--- src/rtl/sram_wb_pkg.sv ---
// Shared types for the two-master SRAM Wishbone arbiter.
// Bus widths here bound the arbiter's DATA_WIDTH / ADDR_WIDTH.
package sram_wb_pkg;

  localparam int WB_SEL_W = 4;
  localparam int WB_ADR_W = 32;
  localparam int WB_DAT_W = 32;
  localparam int CNT_W    = 8;

  typedef enum logic [1:0] {
    IDLE,
    BUSY,
    DRAIN
  } arb_state_t;

  typedef struct packed {
    logic                cyc;
    logic                stb;
    logic                we;
    logic [WB_SEL_W-1:0] sel;
    logic [WB_ADR_W-1:0] adr;
    logic [WB_DAT_W-1:0] dat;
  } wb_req_t;

endpackage

--- src/rtl/sram_wb_rr_pick.sv ---
// Two-request round-robin pick: a lone requester wins,
// a tie goes to the prioritised index.
module sram_wb_rr_pick (
  input  logic [1:0] req_i,
  input  logic       prio_i,
  output logic       gnt_valid_o,
  output logic       gnt_idx_o
);

  always_comb begin
    gnt_valid_o = |req_i;
    gnt_idx_o   = prio_i;
    unique case (req_i)
      2'b01:   gnt_idx_o = 1'b0;
      2'b10:   gnt_idx_o = 1'b1;
      2'b11:   gnt_idx_o = prio_i;
      default: gnt_idx_o = prio_i;
    endcase
  end

endmodule

--- src/rtl/sram_wb_arbiter.sv ---
// Round-robin two-master Wishbone arbiter with timeout watchdog
// in front of the SRAM wrapper; data path is combinational.
module sram_wb_arbiter
  import sram_wb_pkg::*;
#(
  parameter int DATA_WIDTH     = WB_DAT_W,
  parameter int ADDR_WIDTH     = WB_ADR_W,
  parameter int TIMEOUT_CYCLES = 16
) (
  input  logic                  wb_clk_i,
  input  logic                  wb_rst_ni,
  input  logic                  m0_cyc_i,
  input  logic                  m0_stb_i,
  input  logic                  m0_we_i,
  input  logic [WB_SEL_W-1:0]   m0_sel_i,
  input  logic [ADDR_WIDTH-1:0] m0_adr_i,
  input  logic [DATA_WIDTH-1:0] m0_dat_i,
  output logic                  m0_ack_o,
  output logic                  m0_err_o,
  output logic [DATA_WIDTH-1:0] m0_dat_o,
  input  logic                  m1_cyc_i,
  input  logic                  m1_stb_i,
  input  logic                  m1_we_i,
  input  logic [WB_SEL_W-1:0]   m1_sel_i,
  input  logic [ADDR_WIDTH-1:0] m1_adr_i,
  input  logic [DATA_WIDTH-1:0] m1_dat_i,
  output logic                  m1_ack_o,
  output logic                  m1_err_o,
  output logic [DATA_WIDTH-1:0] m1_dat_o,
  output logic                  s_cyc_o,
  output logic                  s_stb_o,
  output logic                  s_we_o,
  output logic [WB_SEL_W-1:0]   s_sel_o,
  output logic [ADDR_WIDTH-1:0] s_adr_o,
  output logic [DATA_WIDTH-1:0] s_dat_o,
  input  logic                  s_ack_i,
  input  logic [DATA_WIDTH-1:0] s_dat_i,
  output logic                  busy_o,
  output logic                  owner_o
);

  arb_state_t       state_q, state_d;
  logic             prio_q, prio_d;
  logic             owner_q, owner_d;
  logic [CNT_W-1:0] cnt_q, cnt_d;

  wb_req_t req0, req1, own;
  logic    gnt_valid, gnt_idx;
  logic    busy, pass, tmo, own_ack, own_err;

  assign req0 = '{cyc: m0_cyc_i, stb: m0_stb_i, we: m0_we_i,
                  sel: m0_sel_i,
                  adr: WB_ADR_W'(m0_adr_i),
                  dat: WB_DAT_W'(m0_dat_i)};
  assign req1 = '{cyc: m1_cyc_i, stb: m1_stb_i, we: m1_we_i,
                  sel: m1_sel_i,
                  adr: WB_ADR_W'(m1_adr_i),
                  dat: WB_DAT_W'(m1_dat_i)};
  assign own  = owner_q ? req1 : req0;

  sram_wb_rr_pick u_pick (
    .req_i       ({m1_cyc_i & m1_stb_i, m0_cyc_i & m0_stb_i}),
    .prio_i      (prio_q),
    .gnt_valid_o (gnt_valid),
    .gnt_idx_o   (gnt_idx)
  );

  assign busy    = (state_q == BUSY);
  assign pass    = busy & own.cyc;
  assign tmo     = (cnt_q == CNT_W'(TIMEOUT_CYCLES - 1));
  assign own_ack = pass & s_ack_i;
  // Ack beats a same-cycle timeout.
  assign own_err = pass & ~s_ack_i & tmo;

  assign s_cyc_o = pass;
  assign s_stb_o = pass & own.stb;
  assign s_we_o  = pass & own.we;
  assign s_sel_o = pass ? own.sel : '0;
  assign s_adr_o = pass ? ADDR_WIDTH'(own.adr) : '0;
  assign s_dat_o = pass ? DATA_WIDTH'(own.dat) : '0;

  assign m0_ack_o = own_ack & ~owner_q;
  assign m1_ack_o = own_ack & owner_q;
  assign m0_err_o = own_err & ~owner_q;
  assign m1_err_o = own_err & owner_q;
  assign m0_dat_o = s_dat_i;
  assign m1_dat_o = s_dat_i;

  assign busy_o  = (state_q != IDLE);
  assign owner_o = owner_q;

  always_comb begin
    state_d = state_q;
    prio_d  = prio_q;
    owner_d = owner_q;
    cnt_d   = cnt_q;
    unique case (state_q)
      IDLE: begin
        if (gnt_valid) begin
          owner_d = gnt_idx;
          cnt_d   = '0;
          state_d = BUSY;
        end
      end
      BUSY: begin
        if (own_ack || !own.cyc || own_err) state_d = DRAIN;
        else cnt_d = cnt_q + 1'b1;
      end
      // Trailing wrapper ack lands here and is dropped.
      DRAIN: begin
        prio_d  = ~owner_q;
        state_d = IDLE;
      end
      default: state_d = IDLE;
    endcase
  end

  always_ff @(posedge wb_clk_i or negedge wb_rst_ni) begin
    if (!wb_rst_ni) begin
      state_q <= IDLE;
      prio_q  <= 1'b0;
      owner_q <= 1'b0;
      cnt_q   <= '0;
    end else begin
      state_q <= state_d;
      prio_q  <= prio_d;
      owner_q <= owner_d;
      cnt_q   <= cnt_d;
    end
  end

endmodule

--- config.mk ---
export PLATFORM = sky130hd
export DESIGN_NAME = sram_wb_arbiter
export DESIGN_NICKNAME = d
export VERILOG_FILES = /design/src/rtl/sram_wb_pkg.sv /design/src/rtl/sram_wb_rr_pick.sv /design/src/rtl/sram_wb_arbiter.sv
export SDC_FILE = /design/constraint.sdc
export NUM_CORES = 1
export LEC_CHECK = 0
export ABC_AREA = 1
export BUFFER_PORTS_ARGS = -buffer_cell sky130_fd_sc_hd__buf_2
export CORE_AREA = 2 2 124 126
export DETAILED_ROUTE_END_ITERATION = 16
export DIE_AREA = 0 0 126 128
export PLACE_DENSITY = 0.5
export SYNTH_ARGS = -nofsm -noshare
export SYNTH_HDL_FRONTEND = slang
export SYNTH_SLANG_ARGS = --single-unit
--- constraint.sdc ---
create_clock -name wb_clk_i -period 1.6 [get_ports wb_clk_i]
set_input_delay 0.16 -clock wb_clk_i [delete_from_list [all_inputs] [get_ports wb_clk_i]]
set_output_delay 0.16 -clock wb_clk_i [all_outputs]
set_load 0.005 [all_outputs]
* After elaboration in Yosys (flattened, before gate mapping) *
Index checks and enable logic that the tools add are counted.

word-level totals
  register bits after elaboration = 12
  latch bits = 0
  bits in writable memories = 0
  bits in read-only memories = 0
  input bits = 177
  output and inout port bits = 141
  memories = 0

operators by class
  add/sub/neg operators = 1
  $mul = 0
  divide/modulo/power cells = 0
  magnitude comparators = 0
  equality and inequality tests = 8
  shifts and indexed selects = 0
  muxes and demuxes = 11
  bitwise logic cells = 14
  reduce and logical (&&, ||, !) cells = 10

operators by type and width
  operator                                              count
  2-to-1 mux 71 bit                                     1
  2-to-1 mux 32 bit                                     2
  2-to-1 mux 8 bit                                      2
  one-hot mux 8 bit (2 select lines)                    1
  AND 1 bit                                             12
  adder 8 x 1 -> 8 bit (second input constant)          1
  equality test 8 x 4 -> 1 bit (second input constant)  1
  equality test 2 x 1 -> 1 bit (second input constant)  2
  equality test 2 bit (second input constant)           2
  2-to-1 mux 2 bit                                      2
  2-to-1 mux 4 bit                                      1
  != test 2 bit (second input constant)                 2
  one-hot mux 2 bit (2 select lines)                    1
  AND reduction 2 bit                                   2
  nonzero test 2 bit                                    2
  AND reduction 3 bit                                   1
  logical NOT 2 bit                                     1
  logical OR 1 bit                                      2
  != test 2 x 1 -> 1 bit (second input constant)        1
  NOT 1 bit                                             2
  one-hot mux 1 bit (2 select lines)                    1
  OR reduction 2 bit                                    1
  logical NOT 1 bit                                     1

* Logic depth before layout (Yosys ltp) *
Gate-level depths: netlist of run 1.

  word-level depth = 7
  mapped depth = 9

* Modules after synthesis *
A second synthesis of run 1 with hierarchy kept.

unflattened totals
  cell total of the unflattened synthesis = 418
  area total of the unflattened synthesis = 2334.7 um2

by module, submodules not included
  module           times used  cells an instance  area an instance (um2)  sequential area each (um2)
  sram_wb_arbiter  1           409                2283.4                  300.3
  sram_wb_rr_pick  1           9                  51.3                    0.0

* Worst setup path before layout of run 1 *
OpenSTA, ideal clock, no wires.

  path kind = register to output
  from = register owner_q (netlist: owner_o)
  to = output m0_err_o
  data arrival time = 1.108 ns
  data required time = 1.440 ns
  slack = 0.332 ns
  cell stages (with the launch flop) = 8
  buffers on the path = 0
  cell sequence = dfrtp_1 > inv_2 > nand2_1 > nand2_2 > nand2_4 > inv_2 > nand4_1 > nor2_1

on the way
  cells in the longest elaborated chain, start to end = 5

RTL lines
  element                  line                    source
  start, declared          sram_wb_arbiter.sv:44   logic owner_q, owner_d;
  start signal, assigned   sram_wb_arbiter.sv:127  owner_q <= owner_d;
  2-to-1 mux 71 bit        sram_wb_arbiter.sv:59   assign own = owner_q ? req1 : req0;
  AND 1 bit                sram_wb_arbiter.sv:69   assign pass = busy & own.cyc;
  via s_cyc_o              sram_wb_arbiter.sv:30   output logic s_cyc_o,
  AND 1 bit (2 in series)  sram_wb_arbiter.sv:73   assign own_err = pass & ~s_ack_i & tmo;
  AND 1 bit                sram_wb_arbiter.sv:84   assign m0_err_o = own_err & ~owner_q;
  end, declared            sram_wb_arbiter.sv:19   output logic m0_err_o,

The timed path passes the listed nets, and every way through them passes these cells.

* Final worst setup path of run 1 *
  from = register owner_q (netlist: owner_o)
  to = output s_adr_o[31]

on the way
  cells in the longest elaborated chain, start to end = 3

RTL lines
  element                line                   source
  2-to-1 mux 71 bit (*)  sram_wb_arbiter.sv:59
  AND 1 bit              sram_wb_arbiter.sv:69
  2-to-1 mux 32 bit (*)  sram_wb_arbiter.sv:79  assign s_adr_o = pass ? ADDR_WIDTH'(own.adr) : '0;
  end, declared          sram_wb_arbiter.sv:34  output logic [ADDR_WIDTH-1:0] s_adr_o,

Every way passes the cells marked *; elsewhere a longest branch is shown, timed or not.

==> results_dict.tcl, run 1 <==
set metrics [dict create \
    status "finished with violations" \
    violations "setup timing" \
    coreArea_mm2 0.0149 \
    clk_pin_slew_ns 0.04 \
    finalCritPeriodShare 1.04 \
    grt_first_pass_wirelength_mm 16.3 \
    syn_area_mm2 0.00257 \
    met2_usage 0.209 \
    finalCriticalPeriod_ns 1.67 \
    cts_made_buffers 3 \
    nets 749 \
    timing.critical_path.required_ns 1.44 \
    synthMuxAreaShare 0.00390 \
    ys_seq_area_frac 0.117 \
    critPathCaptureType "output pin" \
    synth-compound-area-share 0.261 \
    tightest_slew_ns 0.292 \
    avgSynthCellArea_um2 6.31 \
    powerDensity_mw_per_mm2 1150 \
    initial_utilization 0.173 \
    criticalPathCategory "reg2out" \
    ir_drop_uv 508 \
    use_met1 0.166 \
    first_global_vias 2837 \
    p_leak_nw 2.02 \
    r2r_slack_ns 0.10 \
    grt-busiest-layer "met2" \
    io_buffers 221 \
    maxSlewHeadroom 0.805 \
    die_area_mm2 0.0161 \
    fin_hold_ws_ns 0.320 \
    place_congestion 0.741 \
    vias_per_cell 4.10 \
    synth-adder-area-share 0.0146 \
    setup_viol 67 \
    drive_gt1_frac 0.586 \
    dieWidth_um 126 \
    met3_usage 0.0409 \
    cts_max_level 1 \
    max_freq_mhz 600 \
    cts_buffer_depth 2 \
    vias 3098 \
    syn-num-nets 587 \
    cts_root_buffer "clkbuf_16" \
    cts_tree "done" \
    clk_latency_ns 0.24 \
    final_antenna_net_count 0 \
    antenna_cells 0 \
    skew_ns 0.000834 \
    cpLargestDelayFamily "flip-flops" \
    synthToLayoutAreaGrowth_pct 50.9 \
    drtIter0Drc 95 \
    drc_errors 0 \
    ios 318 \
    cp.arrival_ns 1.51 \
    wirelength_mm 11.9 \
    synth_warnings 0 \
    p_total_mw 4.44 \
    fillers 1659 \
    rsz0062_at_grt "true" \
    num_rows 45 \
    grt_usage 0.125 \
    antenna_found_initial 1 \
    crit_fanout 6 \
    clock_sinks 12 \
    routedWlPerCell_um 15.7 \
    die_h_um 128 \
    synth_xor_area_frac 0 \
    synth_cells 407 \
    crit_slowest_cell "dfrtp_2" \
    grt_overflow 0 \
    drv.max_cap_violation_count 0 \
    crit_chain "inv_2 > nand2_2 > nand2_4 > nand2_8 > clkbuf_16 > a21oi_2 > buf_2" \
    grt_max_degree 42 \
    finalMaxSlewViolations 0 \
    cp-start-kind "flop" \
    dr.pass1.iters 6 \
    hold_viol_final 0 \
    hold_path.class "in2out" \
    synth-simple-area-share 0.338 \
    synth.distinct_cells 27 \
    ys_ff_latch 12 \
    cp.buffers_inverters 3 \
    setup_tns_ns -2.66 \
    fin_ws_ns -0.0680 \
    slowest_delay_ns 0.42 \
    synth_top_family_by_area "simple AND/OR/NAND/NOR gates" \
    dpl.hpwl_mm 8.63 \
]
[where the power goes]
part,total [mW],internal [mW],switching [mW]
registers,0.424,0.368,0.0555
clock network,0.511,0.378,0.133
logic,3.51,1.37,2.13
[area by class of cell]
| cell class | count | area, µm² | share of cell area |
|---|---|---|---|
| clock buffers | 4 | 88.8 | 0.0229 |
| inverters | 12 | 47.5 | 0.0123 |
| multi-input cells | 297 | 1710 | 0.442 |
| flip-flops and latches | 12 | 302 | 0.0778 |
| well taps | 188 | 235 | 0.0607 |
| repair buffers | 243 | 1490 | 0.384 |
[kinds of logic after synthesis]
kind of cell             Yosys count
flip-flops                        12
AND/OR/NAND/NOR                  211
AO/OA/AOI/OAI                     80
buffers and inverters            100
multiplexers                       1
adder cells (fa/ha/maj)            3
[worst paths after layout]
path                       depth (start not counted)            to   startpoint
min                                                0  m0_dat_o[21]  s_dat_i[21]
max reg2reg                                        9      cnt_q[5]   state_q[0]
min reg2reg                                        2        prio_q       prio_q
max                                                7   s_adr_o[31]      owner_o
max in group asynchronous                          2       owner_o    wb_rst_ni
min in group asynchronous                          2      cnt_q[5]    wb_rst_ni
[registers in the layout, indices dropped and copies added, names as in the netlist]
name / flops
prio_q: 1
state_q: 2
owner_o: 1
cnt_q: 8
[timing repair]
action	in CTS	in global routing
hold buffers	1	0
endpoints found under the setup margin	74	76
hold endpoints to repair	12	0
gates cloned	3	7
gates resized for setup	20	14
setup buffers	2	3
pin swaps	2	5
[metrics by stage]
step           utilization  worst slack (ns)  cells  cell area [µm²]
2_1_floorplan            -             0.332    407             2570
3_3_place_gp         0.225            0.0923    736             3350
3_5_place_dp         0.225            0.0998    736             3350
4_1_cts              0.244           -0.0677    746             3630
5_1_grt              0.261            -0.137    756             3870
6_report             0.261           -0.0680    756             3870
[routing by layer]
metal / share of wire / wire [µm]
met5: 0.0011 / 13
met4: 0.0048 / 57
met3: 0.093 / 1110
met2: 0.49 / 5770
met1: 0.41 / 4920
[cell usage in the layout, fill, tap and decap left out, types with 2 or more instances in the layout]
master	instances
nor2_4	2
nor2_1	17
a31oi_1	2
a21oi_4	10
nand3_1	11
nand2_2	2
o21ai_0	2
buf_2	218
a21oi_1	5
ha_1	3
nor3_1	2
buf_6	5
buf_4	7
nand2_4	2
nand2_1	170
inv_2	2
buf_12	2
buf_16	4
inv_1	9
clkbuf_8	2
a21oi_2	60
nand2_8	2
clkbuf_16	7
dfrtp_1	11
[cells in the mapped netlist, drive strengths merged]
| cell | count | share of area |
|---|---|---|
| nand2 | 174 | 0.26 |
| buf | 81 | 0.24 |
| a21oi | 75 | 0.25 |
| nor2 | 19 | 0.032 |
| dfrtp | 12 | 0.12 |
| inv | 12 | 0.018 |
| nand3 | 12 | 0.025 |
| clkbuf | 7 | 0.010 |
| ha | 3 | 0.015 |
| nor3 | 3 | 0.0058 |
| o21ai | 3 | 0.0073 |
| a31oi | 2 | 0.0049 |
| nand4 | 2 | 0.011 |
| mux2i | 1 | 0.0039 |
| or2 | 1 | 0.0034 |
Power figures use the tool's default switching activity.
==> run 2: changes to the inputs <==
--- a/config.mk
+++ b/config.mk
@@ -8,6 +8,7 @@
 export ABC_AREA = 1
 export BUFFER_PORTS_ARGS = -buffer_cell sky130_fd_sc_hd__buf_2
 export CORE_AREA = 2 2 124 126
+export CTS_CLUSTER_SIZE = 12
 export DETAILED_ROUTE_END_ITERATION = 16
 export DIE_AREA = 0 0 126 128
 export PLACE_DENSITY = 0.5
==> constraint.sdc (replaced) <==
create_clock -name wb_clk_i -period 1.66 [get_ports wb_clk_i]
set_input_delay 0.166 -clock wb_clk_i [delete_from_list [all_inputs] [get_ports wb_clk_i]]
set_output_delay 0.166 -clock wb_clk_i [all_outputs]
set_load 0.005 [all_outputs]
==> results_dict.tcl, run 2 (synthesized netlist as in run 1, its figures left out) <==
set metrics [dict create \
    cts_tree "done" \
    clock_sinks 12 \
    dieWidth_um 126 \
    pwr-share-seq 0.101 \
    nets 746 \
    endpoint "s_dat_o[7]" \
    most-common-layout-cells "217 x buf_2, 169 x nand2_1, 61 x a21oi_2, 17 x nor2_1" \
    slowest_delay_ns 0.42 \
    r2r-end "cnt_q[0]" \
    io_buffers 221 \
    tightest_slew_ns 0.312 \
    crit_fanout 7 \
    cp.arrival_ns 1.51 \
    largest_reg_flops 8 \
    p_sw_mw 2.20 \
    die_h_um 128 \
    p_leak_nw 2.00 \
    rr_startpoint "state_q[1]" \
    cp-start-kind "flop" \
    dr.pass1.iters 4 \
    rsz0062_at_grt "true" \
    status "finished with violations" \
    hold_path.class "in2out" \
    cts_buffer_depth 2 \
    num_rows 45 \
    finalCritPeriodShare 1.01 \
    cts_root_buffer "clkbuf_16" \
    dpl.cell_count 736 \
    drv.max_cap_violation_count 0 \
    vias_per_cell 4.11 \
    fin_ws_ns -0.0126 \
    timing.critical_path.required_ns 1.49 \
    final_common_cell "buf_2" \
    violations "setup timing" \
    r2r_slack_ns 0.15 \
    routedWlPerCell_um 15.5 \
    clk_latency_ns 0.24 \
    grt_usage 0.123 \
    ir_drop_uv 619 \
    ios 318 \
    worstSetupStartpoint "state_q[1]" \
    p_sw_frac 0.528 \
    cp.buffers_inverters 2 \
    r2r_cells 7 \
    max_freq_mhz 598 \
    critPathCaptureType "output pin" \
    dpl.hpwl_mm 8.75 \
    finalMaxSlewViolations 0 \
    setup_tns_ns -0.0369 \
    pwr-share-comb 0.781 \
    die_area_mm2 0.0161 \
    fin_util 0.258 \
    drc_errors 0 \
    hold_viol_final 0 \
    cts_made_buffers 3 \
    wirelength_mm 11.7 \
    initial_utilization 0.173 \
    grt_max_degree 42 \
    final_antenna_net_count 0 \
    cpLargestDelayFamily "flip-flops" \
    finalCriticalPeriod_ns 1.67 \
    crit_chain "nor2_4 > nand2_4 > clkbuf_16 > a21oi_2 > buf_2" \
    antenna_found_initial 0 \
    drive_gt1_frac 0.591 \
    vias 3098 \
    regMostFlops "cnt_q" \
    intPower_mw 1.97 \
    clk_pin_slew_ns 0.04 \
    drtIter0Drc 102 \
    place_congestion 0.722 \
    final_cell_count_no_fill 754 \
    cts_max_level 1 \
    grt_overflow 0 \
    path_depth 5 \
    skew_ns 0.00409 \
    criticalPathCategory "reg2out" \
    powerDensity_mw_per_mm2 1090 \
    crit_slowest_cell "dfrtp_1" \
    first_global_vias 2874 \
    reg.largest.list "cnt_q: 8 flops, state_q: 2 flops" \
    synthToLayoutAreaGrowth_pct 49.5 \
    coreArea_mm2 0.0149 \
    p_total_mw 4.17 \
    grt_first_pass_wirelength_mm 16.2 \
    power.share.clock 0.118 \
    setup_viol 4 \
    maxSlewHeadroom 0.792 \
]
==> run 2: per-layer routing <==
metal	vias to the layer above	global-route usage	share of wire	routed length, µm
li1	1556	-	-	-
met1	1344	0.163	0.41	4840
met2	189	0.207	0.48	5590
met3	9	0.0405	0.10	1210
met4	0	0.00646	0.0040	47
met5	-	0	0	0
==> run 2: how the worst min path moves through the flow <==
| stage | end | startpoint | slack [ns] | cells past startpoint |
|---|---|---|---|---|
| 2_1_floorplan | cnt_q[0] | wb_rst_ni | -0.13 | 0 |
| 3_3_place_gp | cnt_q[6] | wb_rst_ni | 0.06 | 1 |
| 3_5_place_dp | cnt_q[6] | wb_rst_ni | 0.07 | 1 |
| 4_1_cts | m0_dat_o[10] | s_dat_i[10] | 0.33 | 0 |
| 5_1_grt | m0_dat_o[21] | s_dat_i[21] | 0.33 | 0 |
| 6_report | m0_dat_o[21] | s_dat_i[21] | 0.33 | 0 |
==> run 2: what timing repair did <==
item | 4_1_cts | 5_1_grt
setup buffers | 1 | 4
endpoints found under the setup margin | 72 | 74
hold buffers | 1 | 0
pin swaps | 2 | 7
gates resized for setup | 16 | 22
cloned | 2 | 5
endpoints found under the hold margin | 12 | 0
==> run 2: through the flow <==
stage	hold WS [ns]	setup WS, ns	instance area, µm²
detailed placement	0.0739	0.168	3350
global route	0.332	-0.0721	3830
CTS	0.332	-0.0177	3570
global placement	0.0632	0.144	3350
finish	0.332	-0.0126	3840
floorplan	-0.130	0.386	2570
==> run 2: cell type report <==
cell class | instances | area, µm²
inverters | 12 | 50.0
diodes | 1 | 2.50
multi-input cells | 296 | 1710
flip-flops and latches | 12 | 302
clock buffers | 4 | 88.8
fillers | 1695 | 11000
well taps | 188 | 235
repair buffers | 241 | 1450
==> run 2: worst register-to-register path, delay by kind of cell (launching register included) <==
kind | cells | cell delay [ns]
and+or+nand+nor | 5 | 0.70
DFF | 1 | 0.42
buffers and inverters | 2 | 0.32
==> run 2: power by group through the flow <==
| stage | clock (mW) | combinational, mW | sequential, mW |
|---|---|---|---|
| floorplan | 0 | 1.90 | 0.404 |
| global placement | 0 | 2.70 | 0.416 |
| detailed placement | 0 | 2.67 | 0.415 |
| CTS | 0.506 | 2.92 | 0.413 |
| global route | 0.518 | 3.60 | 0.429 |
| finish | 0.493 | 3.26 | 0.420 |
==> run 3: changes to the inputs <==
--- a/config.mk
+++ b/config.mk
@@ -11,7 +11,9 @@
 export CTS_CLUSTER_SIZE = 12
 export DETAILED_ROUTE_END_ITERATION = 16
 export DIE_AREA = 0 0 126 128
+export GPL_ROUTABILITY_DRIVEN = 0
 export PLACE_DENSITY = 0.5
+export REMOVE_ABC_BUFFERS = 1
 export SYNTH_ARGS = -nofsm -noshare
 export SYNTH_HDL_FRONTEND = slang
 export SYNTH_SLANG_ARGS = --single-unit
==> results_dict.tcl, run 3 (synthesized netlist as in run 1, its figures left out) <==
set metrics [dict create \
    clk_pin_slew_ns 0.05 \
    clk_latency_ns 0.25 \
    die_area_mm2 0.0161 \
    routedWlPerCell_um 20.1 \
    tightest_slew_ns 0.314 \
    die_h_um 128 \
    finalCritPeriodShare 1.03 \
    grt_overflow 0 \
    wirelength_mm 15.2 \
    fin_util 0.264 \
    most-common-layout-cells "218 x buf_2, 170 x nand2_1, 52 x a21oi_2, 18 x a21oi_4, 17 x nor2_1" \
    criticalPathCategory "reg2out" \
    r2r_slack_ns 0.09 \
    clock_sinks 12 \
    cp.arrival_ns 1.54 \
    rr_startpoint "state_q[0]" \
    p_leak_nw 2.01 \
    setup_tns_ns -1.14 \
    grt_first_pass_wirelength_mm 20.3 \
    io_buffers 221 \
    dieWidth_um 126 \
    grt_max_degree 49 \
    fillers 1706 \
    fin_ws_ns -0.0475 \
    finalCriticalPeriod_ns 1.71 \
    dr.pass1.iters 4 \
    antenna_found_initial 0 \
    drive_gt1_frac 0.594 \
    whs_path_depth 0 \
    num_rows 45 \
    cts_max_level 1 \
    synthToLayoutAreaGrowth_pct 52.8 \
    finalMaxSlewViolations 0 \
    skew_ns 0.00416 \
    ios 318 \
    drtIter0Drc 208 \
    reg.largest.list "cnt_q: 8 flops, state_q: 2 flops" \
    critPathCaptureType "output pin" \
    dpl.cell_count 738 \
    hold_path.class "in2out" \
    cts_made_buffers 3 \
    antenna_cells 0 \
    cp-start-kind "flop" \
    first_global_vias 3034 \
    grt_usage 0.170 \
    finalInstanceArea_mm2 0.00392 \
    nets 750 \
    regMostFlops "cnt_q" \
    timing.critical_path.required_ns 1.49 \
    vias 3259 \
    coreArea_mm2 0.0149 \
    cts_buffer_depth 2 \
    vias_per_cell 4.31 \
    status "finished with violations" \
    dpl-instance-area_mm2 0.00340 \
    cts_root_buffer "clkbuf_16" \
    final_common_cell "buf_2" \
    dpl.hpwl_mm 12.2 \
    r2r_cells 8 \
    final_cell_count_no_fill 757 \
    max_freq_mhz 586 \
    drv.max_cap_violation_count 0 \
    crit_fanout 12 \
    final_antenna_net_count 0 \
    rsz0062_at_grt "true" \
    largest_reg_flops 8 \
    violations "setup timing" \
    maxSlewHeadroom 0.791 \
    drc_errors 0 \
    hold_viol_final 0 \
    ir_drop_uv 526 \
    cts_tree "done" \
    hold_path_end "m1_dat_o[25]" \
    hp-start "s_dat_i[25]" \
    powerDensity_mw_per_mm2 1120 \
    setup_viol 49 \
    initial_utilization 0.173 \
    r2r-end "cnt_q[6]" \
]
## run 3: changes by cell type in the layout (fill, tap and decap cells not counted), sizes merged
cell,change
buf,+4
diode,-1
## run 3: final cells by class
cell class	instances	area [µm²]	share of cell area
clock buffer	4	88.8	0.0226
inverter	12	50.0	0.0128
multi-input combinational	296	1770	0.452
sequential	12	303	0.0772
tap	188	235	0.0600
timing repair buffer	245	1470	0.375
## run 3: stage by stage
step	hold slack, ns	worst slack, ns	power (mW)
after floorplan	-0.130	-2.00	2.00
after global placement	0.0744	0.128	3.17
after detailed placement	0.0707	0.153	3.16
after CTS	0.332	-0.0426	3.99
after global routing	0.332	-0.124	4.77
final	0.332	-0.0475	4.41
## run 3: worst max path at each step
stage                    start          to  cells past startpoint  slack (ns)
floorplan              owner_o    m0_err_o                      7       -2.00
global placement      cnt_q[0]    cnt_q[6]                      8        0.13
detailed placement    cnt_q[0]    cnt_q[4]                      8        0.15
CTS                    owner_o      s_we_o                      7       -0.04
global route           owner_o    m1_err_o                      8       -0.12
finish              state_q[0]  s_dat_o[6]                      6       -0.05
## run 3: worst max-delay path, stage by stage, from the launching register on
cell and delay (ns):
dfrtp_1 0.36, inv_2 0.06, nor2_4 0.27, nand2_8 0.15, clkbuf_16 0.21, a21oi_2 0.12
buf_6 0.12
## run 3: power breakdown
part           leakage, nW  switching, mW  total (mW)  internal (mW)
sequential           0.157         0.0630       0.420          0.357
combinational         1.81           2.12        3.48           1.36
clock               0.0442          0.144       0.509          0.365
total                 2.01           2.33        4.41           2.08
## run 3: metal layers
| metal | share of wire | track usage | wire length [µm] | vias to the layer above |
|---|---|---|---|---|
| li1 | - | - | - | 1555 |
| met1 | 0.38 | 0.190 | 5760 | 1438 |
| met2 | 0.44 | 0.267 | 6650 | 252 |
| met3 | 0.17 | 0.121 | 2630 | 12 |
| met4 | 0.0062 | 0.0239 | 95 | 2 |
| met5 | 0.0062 | 0.0495 | 94 | - |
## run 3: timing repair
action | in CTS | in global routing
endpoints found under the hold margin | 12 | 0
gates resized for setup | 11 | 30
gates cloned | 2 | 4
setup buffers | 4 | 4
hold buffers | 1 | 0
pin swaps | 2 | 8
endpoints found under the setup margin | 72 | 73
